[src/rtl/fp_mult_result_collector.sv]
// rtl/fp_mult_result_collector.sv - periodic FP32 multiplier result sampler with show-ahead FIFO, sticky flags, drop counter
// Optional flag-combination checker enabled by FLAG_COMBO_CHECK_EN.
module fp_mult_result_collector #(
   parameter int SAMPLE_PERIOD = 4,
   parameter int FIFO_DEPTH    = 8,
   parameter int DROP_CNT_W    = 8
) (
   input  logic                          clk,
   input  logic                          rst,
   input  logic [31:0]                   z,
   input  logic [0:7]                    status,
   output logic                          out_valid,
   input  logic                          out_ready,
   output logic [31:0]                   out_z,
   output logic [0:7]                    out_status,
   output logic [$clog2(FIFO_DEPTH):0]   fifo_count,
   output logic [0:7]                    sticky,
   input  logic                          sticky_clr,
   output logic [DROP_CNT_W-1:0]         drop_cnt
`ifdef FLAG_COMBO_CHECK_EN
   ,
   output logic                          combo_err,
   output logic [7:0]                    combo_err_cnt
`endif
);

   localparam int PW = (SAMPLE_PERIOD > 1) ? $clog2(SAMPLE_PERIOD) : 1;
   localparam int AW = (FIFO_DEPTH > 1) ? $clog2(FIFO_DEPTH) : 1;
   localparam int CW = $clog2(FIFO_DEPTH) + 1;
   localparam logic [PW-1:0] PHASE_LAST = PW'(SAMPLE_PERIOD - 1);
   localparam logic [CW-1:0] COUNT_FULL = CW'(FIFO_DEPTH);
   localparam logic [DROP_CNT_W-1:0] DROP_MAX = '1;

   logic [PW-1:0] phase;
   logic          sample_event;

   logic [31:0]   z_mem  [FIFO_DEPTH];
   logic [0:7]    st_mem [FIFO_DEPTH];
   logic [AW-1:0] wptr;
   logic [AW-1:0] rptr;
   logic [CW-1:0] count;
   logic          full;
   logic          push;
   logic          pop;
   logic          drop;

   // Sample on the last phase of each period so the first sample lands SAMPLE_PERIOD edges after reset.
   assign sample_event = (phase == PHASE_LAST);

   // Free-running phase counter that wraps at the result cadence.
   always_ff @(posedge clk or posedge rst) begin
      if (rst) begin
         phase <= '0;
      end else if (sample_event) begin
         phase <= '0;
      end else begin
         phase <= phase + 1'b1;
      end
   end

   // A full FIFO still accepts a sample when the head leaves on the same edge.
   assign full = (count == COUNT_FULL);
   assign pop  = out_valid && out_ready;
   assign push = sample_event && (!full || pop);
   assign drop = sample_event && full && !pop;

   // Storage is written only on push; contents need no reset because reads are gated by occupancy.
   always_ff @(posedge clk) begin
      if (push) begin
         z_mem[wptr]  <= z;
         st_mem[wptr] <= status;
      end
   end

   // Pointer and occupancy bookkeeping; pointers wrap naturally since the depth is a power of two.
   always_ff @(posedge clk or posedge rst) begin
      if (rst) begin
         wptr  <= '0;
         rptr  <= '0;
         count <= '0;
      end else begin
         if (push) begin
            wptr <= wptr + 1'b1;
         end
         if (pop) begin
            rptr <= rptr + 1'b1;
         end
         case ({push, pop})
            2'b10:   count <= count + 1'b1;
            2'b01:   count <= count - 1'b1;
            default: count <= count;
         endcase
      end
   end

   // Show-ahead head; forced to zero when empty so reset and idle present clean outputs.
   always_comb begin
      out_valid  = (count != '0);
      out_z      = 32'd0;
      out_status = '0;
      if (out_valid) begin
         out_z      = z_mem[rptr];
         out_status = st_mem[rptr];
      end
   end

   assign fifo_count = count;

   // Saturating count of samples lost because the FIFO was full and not draining.
   always_ff @(posedge clk or posedge rst) begin
      if (rst) begin
         drop_cnt <= '0;
      end else if (drop && (drop_cnt != DROP_MAX)) begin
         drop_cnt <= drop_cnt + 1'b1;
      end
   end

   // Sticky flags accumulate every sampled status, dropped or not; a clear keeps only the concurrent sample.
   always_ff @(posedge clk or posedge rst) begin
      if (rst) begin
         sticky <= '0;
      end else if (sticky_clr) begin
         sticky <= sample_event ? status : '0;
      end else if (sample_event) begin
         sticky <= sticky | status;
      end
   end

`ifdef FLAG_COMBO_CHECK_EN
   logic f_zero, f_inf, f_nan, f_tiny, f_huge, f_inexact, f_ovf, f_unf;
   logic illegal;

   // Flag pairs that a correct multiplier can never report together.
   always_comb begin
      f_zero    = status[0];
      f_inf     = status[1];
      f_nan     = status[2];
      f_tiny    = status[3];
      f_huge    = status[4];
      f_inexact = status[5];
      f_ovf     = status[6];
      f_unf     = status[7];
      illegal   = (f_zero & (f_inf | f_nan | f_tiny | f_huge))
                | (f_inf & f_tiny)
                | (f_nan & (f_tiny | f_huge | f_inexact | f_ovf | f_unf))
                | (f_tiny & (f_huge | f_ovf))
                | (f_huge & f_unf)
                | (f_ovf & f_unf);
   end

   // One-cycle error pulse and saturating error count for each offending sample.
   always_ff @(posedge clk or posedge rst) begin
      if (rst) begin
         combo_err     <= 1'b0;
         combo_err_cnt <= 8'd0;
      end else begin
         combo_err <= sample_event && illegal;
         if (sample_event && illegal && (combo_err_cnt != 8'hFF)) begin
            combo_err_cnt <= combo_err_cnt + 8'd1;
         end
      end
   end
`endif

endmodule

[config.mk]
export PLATFORM = sky130hd
export DESIGN_NAME = fp_mult_result_collector
export DESIGN_NICKNAME = d
export VERILOG_FILES = /design/src/rtl/fp_mult_result_collector.sv
export SDC_FILE = /design/constraint.sdc
export NUM_CORES = 1
export LEC_CHECK = 0
export BUFFER_PORTS_ARGS = -buffer_cell sky130_fd_sc_hd__buf_2
export CORE_MARGIN = 4
export CORE_UTILIZATION = 30
export DETAILED_ROUTE_END_ITERATION = 6
export GPL_ROUTABILITY_DRIVEN = 1
export SLEW_MARGIN = 20
export SYNTH_ARGS = -nofsm -noshare
export SYNTH_HDL_FRONTEND = slang
export SYNTH_SLANG_ARGS = --single-unit
[constraint.sdc]
create_clock -name clk -period 7.6 [get_ports clk]
set_input_delay 1.52 -clock clk [delete_from_list [all_inputs] [get_ports clk]]
set_output_delay 1.52 -clock clk [all_outputs]
set_load 0.03 [all_outputs]
== Word-level counts from Yosys, hierarchy flattened ==
Memory sizes are Yosys's and may differ from the RTL's.
Cells that the tools add are included.

* RAM bits: 320
* Memories: 2
* Output and inout port bits: 61
* Flip-flop bits (word level): 28
* Input port bits: 44

{| class="wikitable"
|+ Memory list
! memory !! depth !! bits a word !! rd ports !! clocked after memory_dff !! write ports !! RTL line !! RTL
|-
| z_mem || 8 || 32 || 1 || 0 || 1 || 37 || <nowiki>logic [31:0] z_mem [FIFO_DEPTH];</nowiki>
|-
| st_mem || 8 || 8 || 1 || 0 || 1 || 38 || <nowiki>logic [0:7] st_mem [FIFO_DEPTH];</nowiki>
|}

* Equality and inequality tests: 5
* $add $sub $neg: 6
* Bitwise operators: 1
* Mux-type cells: 9
* Reduce and logical (&&, ||, !) cells: 11

{| class="wikitable"
|+ Operator list
! cell !! count
|-
| $mux 32 || 1
|-
| $mux 8 || 4
|-
| $add 8x1->8 const B || 1
|-
| $ne 8x8->1 const B || 1
|-
| $or 8x8->8 || 1
|-
| $pmux 4 s2 || 1
|-
| $add 3x1->3 const B || 2
|-
| $logic_and 1x1->1 || 5
|-
| $add 4x1->4 const B || 1
|-
| $eq 2x2->1 const B || 2
|-
| $eq 4x4->1 const B || 1
|-
| $reduce_bool 2->1 || 2
|-
| $reduce_bool 4->1 || 1
|-
| $sub 4x1->4 const B || 1
|-
| $add 2x1->2 const B || 1
|-
| $eq 2x1->1 const B || 1
|-
| $logic_not 1->1 || 2
|-
| $mux 1 || 2
|-
| $mux 2 || 1
|-
| $logic_or 1x1->1 || 1
|}

== Longest topological paths before layout ==
* Depth in word-level cells: 6
* Gate-level depth with buffers: 9
* Mapped depth without buffers: 9

== Least setup slack after synthesis ==
No wires, ideal clock.

* Path type: input port to flip-flop
* Start point: input out_ready
* End point: memory st_mem[0][0] in the netlist's numbering (enable)
* Path buffers: 0
* Stages on the path: 4
* Library setup time: 0.537 ns
* Data required time: 7.063 ns
* Data arrival time: 5.692 ns
* Path slack: 1.371 ns
* Cells stage by stage: and2b_1 > nand2_1 > nand2_1 > nor4_1

* Cells in the longest elaborated chain, start to end: 5

{| class="wikitable"
|+ RTL lines
! element !! RTL line !! RTL
|-
| start: declaration || 13 || <nowiki>input logic out_ready,</nowiki>
|-
| $logic_and 1x1->1 || 63 || <nowiki>assign pop = out_valid && out_ready;</nowiki>
|-
| $logic_or 1x1->1 || 64 || <nowiki>assign push = sample_event && (!full || pop);</nowiki>
|-
| $logic_and 1x1->1 || 64 ||
|-
| $mux 1 || 69 || <nowiki>if (push) begin</nowiki>
|-
| $mux 1 (not written as such) || 71 || <nowiki>st_mem[wptr] <= status;</nowiki>
|-
| end: declaration || 38 ||
|}

Every way passes these cells.

== Worst setup path after layout ==
* Start point: register rptr[1]
* End point: output out_z[16]

* Cells in the longest elaborated chain, start to end: 2

{| class="wikitable"
|+ RTL lines
! element !! RTL line !! RTL
|-
| start: declaration || 40 || <nowiki>logic [AW-1:0] rptr;</nowiki>
|-
| start signal: assignment || 86 || <nowiki>rptr <= rptr + 1'b1;</nowiki>
|-
| $mem_v2 8x32 || n/a ||
|-
| $mux 32 || 101 || <nowiki>if (out_valid) begin</nowiki>
|-
| end: declaration || 14 || <nowiki>output logic [31:0] out_z,</nowiki>
|}

Every way passes these cells.

==> impl_metrics.tcl <==
set metrics [dict create \
    grt_max_degree 103 \
    reg2reg_setup_slack_ns 4.92 \
    grt_pass1_wl_um 45400 \
    antenna_left 0 \
    gp_congestion 0.722 \
    slew_viol_final 0 \
    cts_sinks 348 \
    final_area_um2 16200 \
    hold_path_end "phase[0]" \
    cts_setup_buffers 0 \
    cts-htree-levels 2 \
    hold_violations 0 \
    fin_skew_ns 0.0145 \
    wire_per_inst_um 19.1 \
    cts_root_buffer "clkbuf_16" \
    initial_core_util 0.303 \
    min_from "phase[0]" \
    cts_hold_buf 0 \
    required_ns 6.08 \
    synth-edff-count 320 \
    coreArea_um2 45400 \
    utilization 0.357 \
    wirelength_um 29500 \
    setup_violations 0 \
    seq_area_um2 10300 \
    grt_overflow 0 \
    grt_pass1_vias 7409 \
    path_max_fanout 58 \
    cts_buffers 39 \
    synthArstFlopShare 0.0805 \
    antenna_cells 0 \
    antenna_found_initial 2 \
    synth_cell_types 44 \
    drtIter0Drc 351 \
    cts_buffer_depth 3 \
    critPathKind "flop to primary output" \
    syn_area_um2 13700 \
    via_count 7262 \
    num_io_pins 105 \
    areaGrowthSynthToFinish_pct 17.8 \
    multi_input_area_um2 3220 \
    rows 78 \
    drc_errors 0 \
    critical_path_arrival_ns 2.90 \
    cts_tree "yes" \
    r2r_end "z_mem[0][14]" \
    cts-resized-gates 0 \
    die_h_um 222 \
    fillers 4317 \
    final_nets 963 \
    ys_ff_latch 348 \
    clk_pin_slew_ns 0.06 \
    r2r-start "fifo_count[3]" \
    endpoint_kind "primary output" \
    dr.pass1.iters 4 \
    yosys_warnings 0 \
    slew_headroom 0.326 \
    io_buffers 104 \
    synthesis.nets 842 \
    holdPathStages 1 \
    period_share 0.582 \
    drv_cap 0 \
    grt_setup_unrepaired "no" \
    hpwl_um 15600 \
    grt.total_usage 0.118 \
    drive_gt1_frac 0.218 \
    synth_area_per_cell_um2 17.3 \
    synth_seq_area_share 0.750 \
    finalSetupTns_ns 0 \
    reg2reg_depth 5 \
    dieArea_um2 49300 \
    period_minus_slack_ns 4.42 \
    ys.flop_type "edfxtp_1" \
    clk-insertion-delay-late_ns 0.53 \
    cellPowerDensity_nw_per_um2 367 \
    die_w_um 222 \
    vias_per_cell 4.71 \
    cellLeakagePower_nw 5.92 \
    placed_area_um2 15000 \
    status "finished clean" \
    hold_class "flop to flop" \
    tightest_slew_ns 1.01 \
    hold_slack_ns 0.430 \
    ir_drop_mv 0.291 \
    netlist_instances 793 \
    crit_path_start_kind "flop" \
    fmax_ghz 0.226 \
]
## layer usage
| layer | wire [µm] | GRT usage | up-vias |
|---|---|---|---|
| li1 | - | - | 3379 |
| met1 | 13400 | 0.161 | 3676 |
| met2 | 14100 | 0.192 | 155 |
| met3 | 1430 | 0.0250 | 48 |
| met4 | 568 | 0.0330 | 4 |
| met5 | 29 | 0 | - |
## cells in the mapped netlist (all sizes together), types with 5 or more instances
| master | n | share of area |
|---|---|---|
| nor2 | 8 | 0.0022 |
| o21ai | 15 | 0.0055 |
| nand2 | 65 | 0.018 |
| nand3 | 6 | 0.0022 |
| a21oi | 5 | 0.0018 |
| nor3 | 6 | 0.0030 |
| edfxtp | 320 | 0.70 |
| clkbuf | 16 | 0.0044 |
| dfrtp | 28 | 0.051 |
| a221oi | 40 | 0.030 |
| ha | 5 | 0.0046 |
| buf | 26 | 0.013 |
| mux2 | 5 | 0.0044 |
| inv | 13 | 0.0035 |
| mux2i | 160 | 0.12 |
| xnor2 | 8 | 0.0051 |
| a22oi | 40 | 0.022 |
## report_power, final
| group | switching [mW] | internal (mW) | leakage (nW) |
|---|---|---|---|
| sequential | 0.0590 | 2.12 | 3.23 |
| combinational | 1.33 | 0.675 | 2.10 |
| clock | 0.717 | 1.03 | 0.589 |
## worst max-delay path, cell delays in order, from the launching register on
cell and delay [ns]:
dfrtp_4 0.45, buf_4 0.75, mux2i_1 0.17, a22oi_1 0.21, nand2_1 0.07, a221oi_1 0.36
buf_2 0.28
## cell families after synthesis
kind of cell,after synthesis,synth area share
DFF,348,0.750
muxes,165,0.121
AOI/OAI and AO/OA,106,0.0624
and+or+nand+nor,105,0.0354
buffers and inverters,55,0.0210
xor gates and xnor gates,9,0.00573
adders and majority gates,5,0.00455
## area by class of cell
class,instances,share of cell area
multi-input cells,390,0.199
well taps,600,0.0464
inverters,13,0.00301
repair buffers,122,0.0413
flip-flops and latches,348,0.637
clock inverters,19,0.00966
clock buffers,50,0.0641
## stage by stage
step                setup slack [ns]  power [mW]  cells
floorplan                       1.37        3.68    793
global route                    2.94        6.24   1542
detailed placement              3.59        4.26   1473
CTS                             3.10        6.03   1542
finish                          3.18        5.94   1542
global placement                3.66        4.25   1473
## worst max-delay path by stage
stage | depth (start not counted) | slack (ns) | startpoint | to
final | 6 | 3.18 | rptr[1] | out_z[16]
after global routing | 6 | 2.94 | rptr[1] | out_z[16]
after CTS | 6 | 3.10 | rptr[1] | out_z[16]
after detailed placement | 6 | 3.59 | out_ready | z_mem[0][20]
after global placement | 6 | 3.66 | rptr[1] | out_z[16]
after floorplan | 4 | 1.37 | out_ready | st_mem[0][0]
## registers in the layout, summed over array words and instances (netlist names)
name	flops
sticky	8
rptr	3
st_mem	64
phase	2
drop_cnt	8
wptr	3
fifo_count	4
z_mem	256
## placed cells by master (no fill, tap or decap), types with 3 or more instances in the layout
master,instances
and3_1,3
inv_1,12
nand3_1,6
a221oi_1,31
ha_1,5
xnor2_1,8
clkbuf_16,40
nand2_1,64
nor3_2,4
nand2b_1,3
clkbuf_1,10
mux2i_1,160
nor2_1,4
nor2_4,4
a21oi_1,5
clkinv_2,8
a22oi_1,40
buf_2,104
clkinv_1,6
edfxtp_1,320
buf_4,17
o21ai_0,14
a221oi_2,9
or3_1,3
dfrtp_1,27
No activity file was read; power rests on OpenSTA's default activity.
